--- config.mk ---
export PLATFORM = sky130hd
export DESIGN_NAME = decode_stage
export DESIGN_NICKNAME = d
export VERILOG_FILES = /design/src/rtl/decode_stage_pkg.sv /design/src/rtl/decode_stage_table.sv /design/src/rtl/decode_stage.sv
export SDC_FILE = /design/constraint.sdc
export NUM_CORES = 1
export LEC_CHECK = 0
export ABC_AREA = 1
export CAP_MARGIN = 20
export CORE_MARGIN = 8
export CORE_UTILIZATION = 30
export DETAILED_ROUTE_END_ITERATION = 10
export GPL_TIMING_DRIVEN = 0
export MAX_ROUTING_LAYER = met4
export PLACE_DENSITY_LB_ADDON = 0.15
export SLEW_MARGIN = 20
export SYNTH_ARGS = -nofsm -noshare
export SYNTH_HDL_FRONTEND = slang
export SYNTH_HIERARCHICAL = 1
export SYNTH_SLANG_ARGS = --single-unit
--- constraint.sdc ---
create_clock -name iCLOCK -period 3 [get_ports iCLOCK]
set_clock_uncertainty 0.05 [all_clocks]
set_input_delay 0.6 -clock iCLOCK [delete_from_list [all_inputs] [get_ports iCLOCK]]
set_output_delay 0.6 -clock iCLOCK [all_outputs]
set_load 0.05 [all_outputs]
--- src/rtl/decode_stage_pkg.sv ---
// rtl/decode_stage_pkg.sv - shared opcodes, field widths and decode control record
package decode_stage_pkg;

  localparam int OPCODE_W = 4;

  typedef enum logic [OPCODE_W-1:0] {
    OC_MOV  = 4'h1,
    OC_MOVI = 4'h2,
    OC_ADD  = 4'h3,
    OC_ADDI = 4'h4
  } instOpcode_e;

  typedef enum logic [OPCODE_W-1:0] {
    EX_OC_NONE = 4'h0,
    EX_OC_MOV  = 4'h1,
    EX_OC_ADD  = 4'h2
  } exeOpcode_e;

  // Fixed-width part of a decoded instruction; index/immediate widths live in the modules.
  typedef struct packed {
    logic [OPCODE_W-1:0] exeOpcode;
    logic                srcIsImm;
    logic                illegal;
    logic                readIn1;
    logic                readIn2;
    logic                writesDest;
  } decodeCtrl_t;

endpackage

--- src/rtl/decode_stage_table.sv ---
// rtl/decode_stage_table.sv - combinational instruction to decoded-field table
// Undefined opcodes yield an all-zero control record except the illegal flag.
module decode_stage_table
  import decode_stage_pkg::*;
#(
  parameter int INST_W    = 16,
  parameter int REG_IDX_W = 2,
  parameter int IMM_W     = 8
) (
  input  logic [INST_W-1:0]    instruction,
  output decodeCtrl_t          ctrl,
  output logic [REG_IDX_W-1:0] in1Idx,
  output logic [REG_IDX_W-1:0] in2Idx,
  output logic [IMM_W-1:0]     immVal
);

  if (INST_W < OPCODE_W + 2 * REG_IDX_W + IMM_W) begin : gBadLayout
    $error("decode_stage_table: INST_W cannot hold opcode, two register indices and immediate");
  end

  logic [OPCODE_W-1:0] opcode;

  assign opcode = instruction[INST_W-1 -: OPCODE_W];
  assign in1Idx = instruction[INST_W-OPCODE_W-1 -: REG_IDX_W];
  assign in2Idx = instruction[INST_W-OPCODE_W-REG_IDX_W-1 -: REG_IDX_W];
  assign immVal = instruction[IMM_W-1:0];

  always_comb begin
    ctrl = '0;
    case (opcode)
      OC_MOV: begin
        ctrl.exeOpcode  = EX_OC_MOV;
        ctrl.readIn2    = 1'b1;
        ctrl.writesDest = 1'b1;
      end
      OC_MOVI: begin
        ctrl.exeOpcode  = EX_OC_MOV;
        ctrl.srcIsImm   = 1'b1;
        ctrl.writesDest = 1'b1;
      end
      OC_ADD: begin
        ctrl.exeOpcode  = EX_OC_ADD;
        ctrl.readIn1    = 1'b1;
        ctrl.readIn2    = 1'b1;
        ctrl.writesDest = 1'b1;
      end
      OC_ADDI: begin
        ctrl.exeOpcode  = EX_OC_ADD;
        ctrl.srcIsImm   = 1'b1;
        ctrl.readIn1    = 1'b1;
        ctrl.writesDest = 1'b1;
      end
      default: ctrl.illegal = 1'b1;
    endcase
  end

endmodule

--- src/rtl/decode_stage.sv ---
// rtl/decode_stage.sv - registered decode stage with handshake and hazard scoreboard
// The scoreboard and hazard stall exist only when DECODE_SCOREBOARD_EN is defined.
module decode_stage
  import decode_stage_pkg::*;
#(
  parameter int INST_W    = 16,
  parameter int REG_IDX_W = 2,
  parameter int IMM_W     = 8
) (
  input  logic                 iCLOCK,
  input  logic                 iRESET_SYNC,
  input  logic                 iFLUSH,
  input  logic                 iVALID,
  output logic                 oREADY,
  input  logic [INST_W-1:0]    iINSTRUCTION,
  output logic                 oVALID,
  input  logic                 iEXE_READY,
  output logic [OPCODE_W-1:0]  oDECODE_EXE_OPCODE,
  output logic [REG_IDX_W-1:0] oDECODE_IN1_IDX,
  output logic [REG_IDX_W-1:0] oDECODE_IN2_IDX,
  output logic [IMM_W-1:0]     oDECODE_IMM_VAL,
  output logic [REG_IDX_W-1:0] oDECODE_DEST_IDX,
  output logic                 oDECODE_SRC1_IS_REG_OR_IMM,
  output logic                 oDECODE_ILLEGAL,
  input  logic                 iWB_VALID,
  input  logic [REG_IDX_W-1:0] iWB_IDX
);

  decodeCtrl_t          ctrl;
  logic [REG_IDX_W-1:0] in1Idx;
  logic [REG_IDX_W-1:0] in2Idx;
  logic [IMM_W-1:0]     immVal;
  logic                 hazard;
  logic                 accept;

  decode_stage_table #(
    .INST_W   (INST_W),
    .REG_IDX_W(REG_IDX_W),
    .IMM_W    (IMM_W)
  ) uTable (
    .instruction(iINSTRUCTION),
    .ctrl       (ctrl),
    .in1Idx     (in1Idx),
    .in2Idx     (in2Idx),
    .immVal     (immVal)
  );

  assign oREADY = (!oVALID || iEXE_READY) && !hazard && !iFLUSH;
  assign accept = iVALID && oREADY;

`ifdef DECODE_SCOREBOARD_EN
  localparam int numRegs = 2 ** REG_IDX_W;

  logic [numRegs-1:0] pending;
  logic [numRegs-1:0] pendingNext;
  logic               heldOwnsPending;

  // Destination is always in1, so WAW and the in1 read share one lookup.
  assign hazard = (ctrl.writesDest && pending[in1Idx]) ||
                  (ctrl.readIn1 && pending[in1Idx]) ||
                  (ctrl.readIn2 && pending[in2Idx]);

  always_comb begin
    pendingNext = pending;
    if (iWB_VALID) pendingNext[iWB_IDX] = 1'b0;
    if (iFLUSH && oVALID && heldOwnsPending) pendingNext[oDECODE_DEST_IDX] = 1'b0;
    if (accept && ctrl.writesDest) pendingNext[in1Idx] = 1'b1;
  end

  always_ff @(posedge iCLOCK) begin
    if (iRESET_SYNC) begin
      pending         <= '0;
      heldOwnsPending <= 1'b0;
    end else begin
      pending <= pendingNext;
      if (accept) heldOwnsPending <= ctrl.writesDest;
      else if (iFLUSH || iEXE_READY) heldOwnsPending <= 1'b0;
    end
  end
`else
  logic unusedScoreboardInputs;

  assign hazard = 1'b0;
  assign unusedScoreboardInputs = ^{iWB_VALID, iWB_IDX, ctrl.readIn1, ctrl.readIn2, ctrl.writesDest};
`endif

  // Fields load only on accept, so they stay stable while execute back-pressures.
  always_ff @(posedge iCLOCK) begin
    if (iRESET_SYNC) begin
      oVALID                     <= 1'b0;
      oDECODE_EXE_OPCODE         <= '0;
      oDECODE_IN1_IDX            <= '0;
      oDECODE_IN2_IDX            <= '0;
      oDECODE_IMM_VAL            <= '0;
      oDECODE_DEST_IDX           <= '0;
      oDECODE_SRC1_IS_REG_OR_IMM <= 1'b0;
      oDECODE_ILLEGAL            <= 1'b0;
    end else if (accept) begin
      oVALID                     <= 1'b1;
      oDECODE_EXE_OPCODE         <= ctrl.exeOpcode;
      oDECODE_IN1_IDX            <= in1Idx;
      oDECODE_IN2_IDX            <= in2Idx;
      oDECODE_IMM_VAL            <= immVal;
      oDECODE_DEST_IDX           <= in1Idx;
      oDECODE_SRC1_IS_REG_OR_IMM <= ctrl.srcIsImm;
      oDECODE_ILLEGAL            <= ctrl.illegal;
    end else if (iFLUSH || iEXE_READY) begin
      oVALID <= 1'b0;
    end
  end

endmodule
==> impl_metrics.ini, run 1 <==
[run_status]
status = finished, final reports clean

[route]
drtPass1Iterations = 4
routed_via_density = 3.86
drc_errors = 0
ant_nets = 0
wl_um = 2530
drt_iter0_drc = 69
routedWlPerCell_um = 9.15
vias = 1065

[floorplanning]
fp-row-count = 23
core_um2 = 3910
die_w_um = 79.2
start_util = 0.306
die-area_um2 = 6270
die_h_um = 79.2
pin_count = 46

[layout]
synthToLayoutAreaGrowth_pct = 34.4
multi_input_area_um2 = 428
finish.net_count = 251
n_fill_cell = 464
num_antenna_cells = 0
seqCellArea_um2 = 380
drive_above_1_share = 0.164

[worst_setup_path]
max_stage_delay_ps = 820
critical_path.startpoint_type = input port
slowest_stage = clkdlybuf4s50_1
setup.worst_path.end_class = output port
crit_top_cell = clkdlybuf4s50_1
critPathMaxFanout = 3
arrival_ps = 2050
critPathKind = input port to output port
worstPathRequired_ps = 2350
crit_chain = clkdlybuf4s50_1, inv_2, a21oi_1, clkdlybuf4s50_1

[sta]
finalSetupTns_ps = 0
fin_crit_sh = 0.902
final.setup.worst_slack_ps = 295
finalMaxSlewViolations = 0
setup_viol = 0
tightest_slew_ps = 517
rsz0062_at_grt = false
hold_violations = 0
fmaxAchievable_mhz = 370
maxSlewHeadroom = 0.654
fin_crit_ps = 2700

[global_routing]
first_global_vias = 1057
grt_use_total = 0.0892
antenna_found_initial = 0
grt_start_max_net_pins = 11
grt_pass1_wl_um = 4410
grt_overflow = 0

[cts]
cts.clk_slew.worst_paths_ps = 70
cts_hold_buf = 0
root_buffer = clkbuf_8
cts_buffers = 3
clk_path_buf_depth = 2
clock_sinks = 19
cts_htree_levels = 1
clock_latency_ps = 250
cts_tree = built
cts_resized = 0
post-cts-setup-buffer-count = 0

[worst_hold_path]
hp-class = register to register

[place]
gp_congestion = 0.686
dp_slack_ps = 300
dpl.hpwl_um = 1920
io_buffers = 30

[power]
p_leak_nw = 0.861
ir_drop_mv = 0.184
cellPowerDensity_nw_per_um2 = 422

[logic_synthesis]
synthCells = 191
avgSynthCellArea_um2 = 6.27
yosys_warnings = 6
netlist_area_um2 = 1200

[job]
maxCapViolations = 0
-- sequential cells by signal (all words and copies together), names as in the netlist --
signal,flops
oVALID,1
oDECODE_SRC1_IS_REG_OR_IMM,1
oDECODE_DEST_IDX,2
oDECODE_IMM_VAL,8
oDECODE_IN2_IDX,2
oDECODE_EXE_OPCODE,4
oDECODE_ILLEGAL,1
-- final timing paths --
path,slack (ps),end,start,depth (start not counted)
max reg2reg,1890,oDECODE_EXE_OPCODE[1],oVALID,6
min,460,oDECODE_IMM_VAL[0],oDECODE_IMM_VAL[0],4
max,300,oREADY,iEXE_READY,4
min reg2reg,460,oDECODE_IMM_VAL[0],oDECODE_IMM_VAL[0],4
-- routing by layer --
layer,GRT usage,up-vias,wire length (um)
met2,0.141,29,1130
li1,-,603,-
met4,0.0389,0,38
met5,-,-,0
met3,0.0316,4,197
met1,0.0989,429,1160
-- area by class of cell --
class | instances | share of cell area
multi-input combinational | 90 | 0.266
buffer | 23 | 0.104
timing repair buffer | 30 | 0.187
sequential | 19 | 0.236
tap | 50 | 0.0389
inverter | 60 | 0.140
clock buffer | 4 | 0.0280
-- report_power, final --
part | internal (W) | switching, W | total [W]
clock network | 0.0000945 | 0.0000863 | 0.000181
logic | 0.0000857 | 0.000134 | 0.000220
registers | 0.000270 | 0.00000902 | 0.000279
total | 0.000450 | 0.000230 | 0.000679
-- per-stage QoR --
step                      utilization  instances  hold WS (ps)  total power, W  area (um2)
after floorplan                     -        192           627        0.000441        1200
after global placement          0.400        272           448        0.000506        1560
after detailed placement        0.400        272           447        0.000506        1560
after CTS                       0.411        276           460        0.000693        1610
after global routing            0.411        276           484        0.000724        1610
final                           0.411        276           459        0.000679        1610
-- cells in the final DEF (no fill, tap or decap), drive strengths merged --
cell	count
conb	2
clkdlybuf4s50	30
inv	59
nor3	1
dfxtp	19
nor2	23
clkbuf	5
a21oi	2
buf	22
nand3	1
nand4	18
clkinv	1
o21ai	2
nand2	41
-- worst max-delay path: cells and delay by family --
kind | cells | cell delay [ps]
AOI/OAI and AO/OA | 1 | 120
buffers and inverters | 3 | 1340
Power figures use the tool's default switching activity.
==> run 2: changes to the inputs <==
--- a/config.mk
+++ b/config.mk
@@ -13,8 +13,8 @@
 export GPL_TIMING_DRIVEN = 0
 export MAX_ROUTING_LAYER = met4
 export PLACE_DENSITY_LB_ADDON = 0.15
+export SETUP_SLACK_MARGIN = 0.4
 export SLEW_MARGIN = 20
 export SYNTH_ARGS = -nofsm -noshare
 export SYNTH_HDL_FRONTEND = slang
-export SYNTH_HIERARCHICAL = 1
 export SYNTH_SLANG_ARGS = --single-unit
==> constraint.sdc (replaced) <==
create_clock -name iCLOCK -period 3.3 [get_ports iCLOCK]
set_clock_uncertainty 0.05 [all_clocks]
set_input_delay 0.66 -clock iCLOCK [delete_from_list [all_inputs] [get_ports iCLOCK]]
set_output_delay 0.66 -clock iCLOCK [all_outputs]
set_load 0.05 [all_outputs]
==> impl_metrics.ini, run 2 <==
[sta]
finalSetupTns_ps = 0
hold_violations = 0
fmaxAchievable_mhz = 407
setup_viol = 0
rsz0062_at_grt = false
finalMaxSlewViolations = 0
hold_ws_ps = 421
maxSlewHeadroom = 0.651
tightest_slew_ps = 523
fin_crit_sh = 0.745
fin_crit_ps = 2460

[worst_setup_path]
crit_family = buffers and inverters
ff2ff_setup_slack_ps = 2200
critical_path.startpoint_type = input port
critPathKind = input port to output port
max_stage_delay_ps = 470
setup.worst_path.end_class = output port
crit_chain = clkdlybuf4s50_1, inv_2, nand2_2, nand2_1, inv_1, dlymetal6s2s_1
critical_path_buf_inv_count = 4
worstPathRequired_ps = 2590
arrival_ps = 1750
crit-reg2reg-launch = oVALID
reg2reg_to = oDECODE_IMM_VAL[2]
ff2ff_path_depth = 6
slowest_stage = clkdlybuf4s50_1
critPathMaxFanout = 2

[worst_hold_path]
min_to = oDECODE_IMM_VAL[7]
min_path_cells = 2
hold_path_startpoint = oDECODE_IMM_VAL[7]
hp-class = register to register

[route]
wl_um = 2030
ant_nets = 0
routedWlPerCell_um = 11.9
drt_iter0_drc = 5
routed_via_density = 4.32
drtPass1Iterations = 4
drc_errors = 0
vias = 739

[global_routing]
first_global_vias = 723
grt_pass1_wl_um = 3140
antenna_found_initial = 0
grt_use_total = 0.0918
grt_start_max_net_pins = 11
grt_overflow = 0

[floorplanning]
fp-row-count = 18
die_w_um = 67.1
die-area_um2 = 4510
pin_count = 46
die_h_um = 67.1
start_util = 0.317
core_um2 = 2480

[cts]
cts_tree = built
root_buffer = clkbuf_4
cts.clk_slew.worst_paths_ps = 90
clock_sinks = 17
cts_htree_levels = 1
cts_buffers = 3
clock_latency_ps = 280
clk_path_buf_depth = 2
cts_hold_buf = 0

[logic_synthesis]
synthDistinctLibCells = 18
ys.flop_type = dfxtp_1
ys_ff_latch = 17
async_flop_share = 0
yosys.area.top_type = dfxtp_1
synth-edff-count = 0
avgSynthCellArea_um2 = 8.09
synth_top_cell_area_share = 0.434
ys_top_cells_by_count = 23 x nand2_1, 17 x dfxtp_1, 10 x nand2_2
yosysSeqAreaShare = 0.434
ys_top_cells_by_area = dfxtp_1 43%, nand2_1 11%, a21oi_2 10%, nand2_2 8.0%, a21oi_1 5.1%
yosysMostFrequentCell = nand2_1
synthCells = 97
netlist_area_um2 = 785
yosys_warnings = 0

[run_status]
status = finished, final reports clean

[power]
p_leak_nw = 0.492
cellPowerDensity_nw_per_um2 = 373
ir_drop_mv = 0.250

[job]
maxCapViolations = 0

[layout]
stdcell_count = 171
mostFrequentLayoutCell = clkdlybuf4s50_1
top_register = oDECODE_IMM_VAL
drive_above_1_share = 0.234
finish.net_count = 166
synthToLayoutAreaGrowth_pct = 58.7
final_cell_mix = 38 x clkdlybuf4s50_1, 23 x nand2_1, 17 x dfxtp_1
largest_reg_flops = 8
num_antenna_cells = 0

[place]
gp_congestion = 0.678
dpl.hpwl_um = 1640
io_buffers = 39
post-place-cells = 167
## run 2: cells by family after synthesis
logic type / share of synthesized area
simple gates: 0.266
compound gates: 0.167
flops: 0.434
buf+inv: 0.128
other cells: 0.00478
## run 2: worst register-to-register path, stage by stage (launching register included)
cell	delay, ps
dfxtp_1	340
nand2_2	100
nand3_4	120
inv_4	130
buf_12	150
nand2_2	60
a21oi_2	110
## run 2: timing repair
item                                    CTS  global route
gates resized for setup                   0             1
setup buffers                             0             0
endpoints found under the setup margin    0             1
## run 2: worst max path at each step
stage	from	end	cells after the start
CTS	iEXE_READY	oREADY	6
floorplan	iEXE_READY	oREADY	4
detailed placement	iEXE_READY	oREADY	6
finish	iEXE_READY	oREADY	6
global route	iEXE_READY	oREADY	6
global placement	iEXE_READY	oREADY	6
## run 2: cell type report
type | instances | area [um2]
Buffer | 8 | 67.6
Clock buffer | 4 | 26.3
Fill cell | 269 | 1230
Inverter | 8 | 32.5
Multi-Input combinational cell | 65 | 348
Sequential cell | 17 | 340
Tap cell | 30 | 37.5
Timing Repair Buffer | 39 | 393
## run 2: per-layer routing
metal | share of wire | routed length [um] | up-vias | GRT usage
met1 | 0.38 | 775 | 325 | 0.0855
met3 | 0.10 | 212 | 2 | 0.0381
met5 | 0 | 0 | - | -
li1 | - | - | 387 | -
met4 | 0.0069 | 14 | 0 | 0.0392
met2 | 0.51 | 1030 | 25 | 0.162
## run 2: per-stage QoR
step	utilization	cell area, um2	total power [W]	setup WS, ps
floorplan	-	788	0.000307	1480
global placement	0.491	1220	0.000360	462
detailed placement	0.491	1220	0.000362	453
CTS	0.502	1240	0.000476	446
global route	0.503	1240	0.000494	760
finish	0.503	1240	0.000465	841
## run 2: power by group
group | switching, W | leakage (nW) | internal [W]
clock | 0.0000625 | 0.0150 | 0.0000468
sequential | 0.00000491 | 0.139 | 0.000214
combinational | 0.0000797 | 0.338 | 0.0000563
total | 0.000147 | 0.492 | 0.000318
==> run 3: changes to the inputs <==
==> constraint.sdc (replaced) <==
create_clock -name iCLOCK -period 2.2 [get_ports iCLOCK]
set_clock_uncertainty 0.05 [all_clocks]
set_input_delay 0.44 -clock iCLOCK [delete_from_list [all_inputs] [get_ports iCLOCK]]
set_output_delay 0.44 -clock iCLOCK [all_outputs]
set_load 0.05 [all_outputs]
==> impl_metrics.ini, run 3 (same netlist as run 2, synthesis figures left out) <==
[route]
routed_via_density = 4.36
drtPass1Iterations = 4
drc_errors = 0
drt_iter0_drc = 3
wl_um = 2060
ant_nets = 0
routedWlPerCell_um = 12.0
vias = 745

[place]
gp_congestion = 0.678
placed_cell_area_um2 = 1220
io_buffers = 39
dp_slack_ps = -207
post-place-cells = 167
dpl.hpwl_um = 1640

[worst_setup_path]
setup.worst_path.end_class = output port
startpoint = iEXE_READY
arrival_ps = 1270
critPathMaxFanout = 2
critPathKind = input port to output port
slowest_stage = clkdlybuf4s50_1
crit-reg2reg-launch = oVALID
crit_chain = clkdlybuf4s50_1, inv_2, nand2_4, nand2_2, inv_2, buf_8
max_stage_delay_ps = 470
worstPathRequired_ps = 1710
critical_path.startpoint_type = input port
crit_top_cell = inv_2

[power]
ir_drop_mv = 0.387
p_leak_nw = 0.566
cellPowerDensity_nw_per_um2 = 561

[layout]
mostFrequentLayoutCell = nand2_1
n_fill_cell = 281
multi_input_area_um2 = 355
final_cell_mix = 22 x nand2_1, 19 x clkdlybuf4s50_1, 17 x dfxtp_1, 17 x dlygate4sd2_1, 10 x nand2_2
synthToLayoutAreaGrowth_pct = 56.6
num_antenna_cells = 0
top_register = oDECODE_IMM_VAL
stdcell_count = 171
seqCellArea_um2 = 340
largest_reg_flops = 8
finish.net_count = 166
drive_above_1_share = 0.262
design_area_um2 = 1230

[cts]
post-cts-setup-buffer-count = 0
clock_sinks = 17
cts_htree_levels = 1
clock_latency_ps = 280
cts_tree = built
cts_hold_buf = 0
root_buffer = clkbuf_4
clk_path_buf_depth = 2
cts_buffers = 3
cts.clk_slew.worst_paths_ps = 100
cts_resized = 22

[sta]
finalSetupTns_ps = 0
fin_crit_sh = 0.801
setup_viol = 0
fin_crit_ps = 1760
tightest_slew_ps = 518
finalMaxSlewViolations = 0
hold_violations = 0
final.setup.worst_slack_ps = 438
rsz0062_at_grt = false
maxSlewHeadroom = 0.656
fmaxAchievable_mhz = 567

[global_routing]
grt_use_total = 0.0914
grt_use_met1 = 0.0865
grt_pass1_wl_um = 3140
grt_overflow = 0
first_global_vias = 723
met3_usage = 0.0348
grt_util_met2 = 0.162
grt_start_max_net_pins = 11
gr-max-usage-layer = met2
antenna_found_initial = 0

[floorplanning]
die_h_um = 67.1
start_util = 0.317
die-area_um2 = 4510
die_w_um = 67.1
pin_count = 46
core_um2 = 2480
fp-row-count = 18

[run_status]
status = finished, final reports clean

[job]
maxCapViolations = 0

[worst_hold_path]
hp-class = input port to register
hold_path_startpoint = iRESET_SYNC
run 3: layout make-up:
class,instances,area share
buffer,8,0.0550
clock buffer,4,0.0214
inverter,8,0.0265
multi-input combinational,65,0.289
sequential,17,0.277
tap,30,0.0305
timing repair buffer,39,0.300
run 3: routing by layer:
layer	vias up	part of all wire
met3	2	0.091
met1	330	0.39
li1	388	-
met5	-	0
met2	25	0.51
met4	0	0.0068
run 3: worst paths after layout:
path,endpoint,slack (ps),depth (start not counted)
min reg2reg,oDECODE_IMM_VAL[7],420,2
min,oDECODE_IMM_VAL[5],360,2
max reg2reg,oDECODE_ILLEGAL,1080,5
max,oREADY,440,6
run 3: metrics by stage:
step | hold slack, ps | utilization | total power (W)
2_1_floorplan | 469 | - | 0.000461
3_3_place_gp | 403 | 0.491 | 0.000540
3_5_place_dp | 409 | 0.491 | 0.000543
4_1_cts | 354 | 0.492 | 0.000702
5_1_grt | 349 | 0.496 | 0.000733
6_report | 358 | 0.496 | 0.000689
run 3: where the power goes:
part	internal [W]	leakage (nW)	total [W]	switching, W
clock	0.0000702	0.0150	0.000163	0.0000930
combinational	0.0000756	0.412	0.000197	0.000121
sequential	0.000322	0.139	0.000329	0.00000711
total	0.000468	0.566	0.000689	0.000221
run 3: worst max-delay path: cells and delay by family:
kind	cells	cell delay [ps]
buffers and inverters	4	710
and+or+nand+nor	2	120
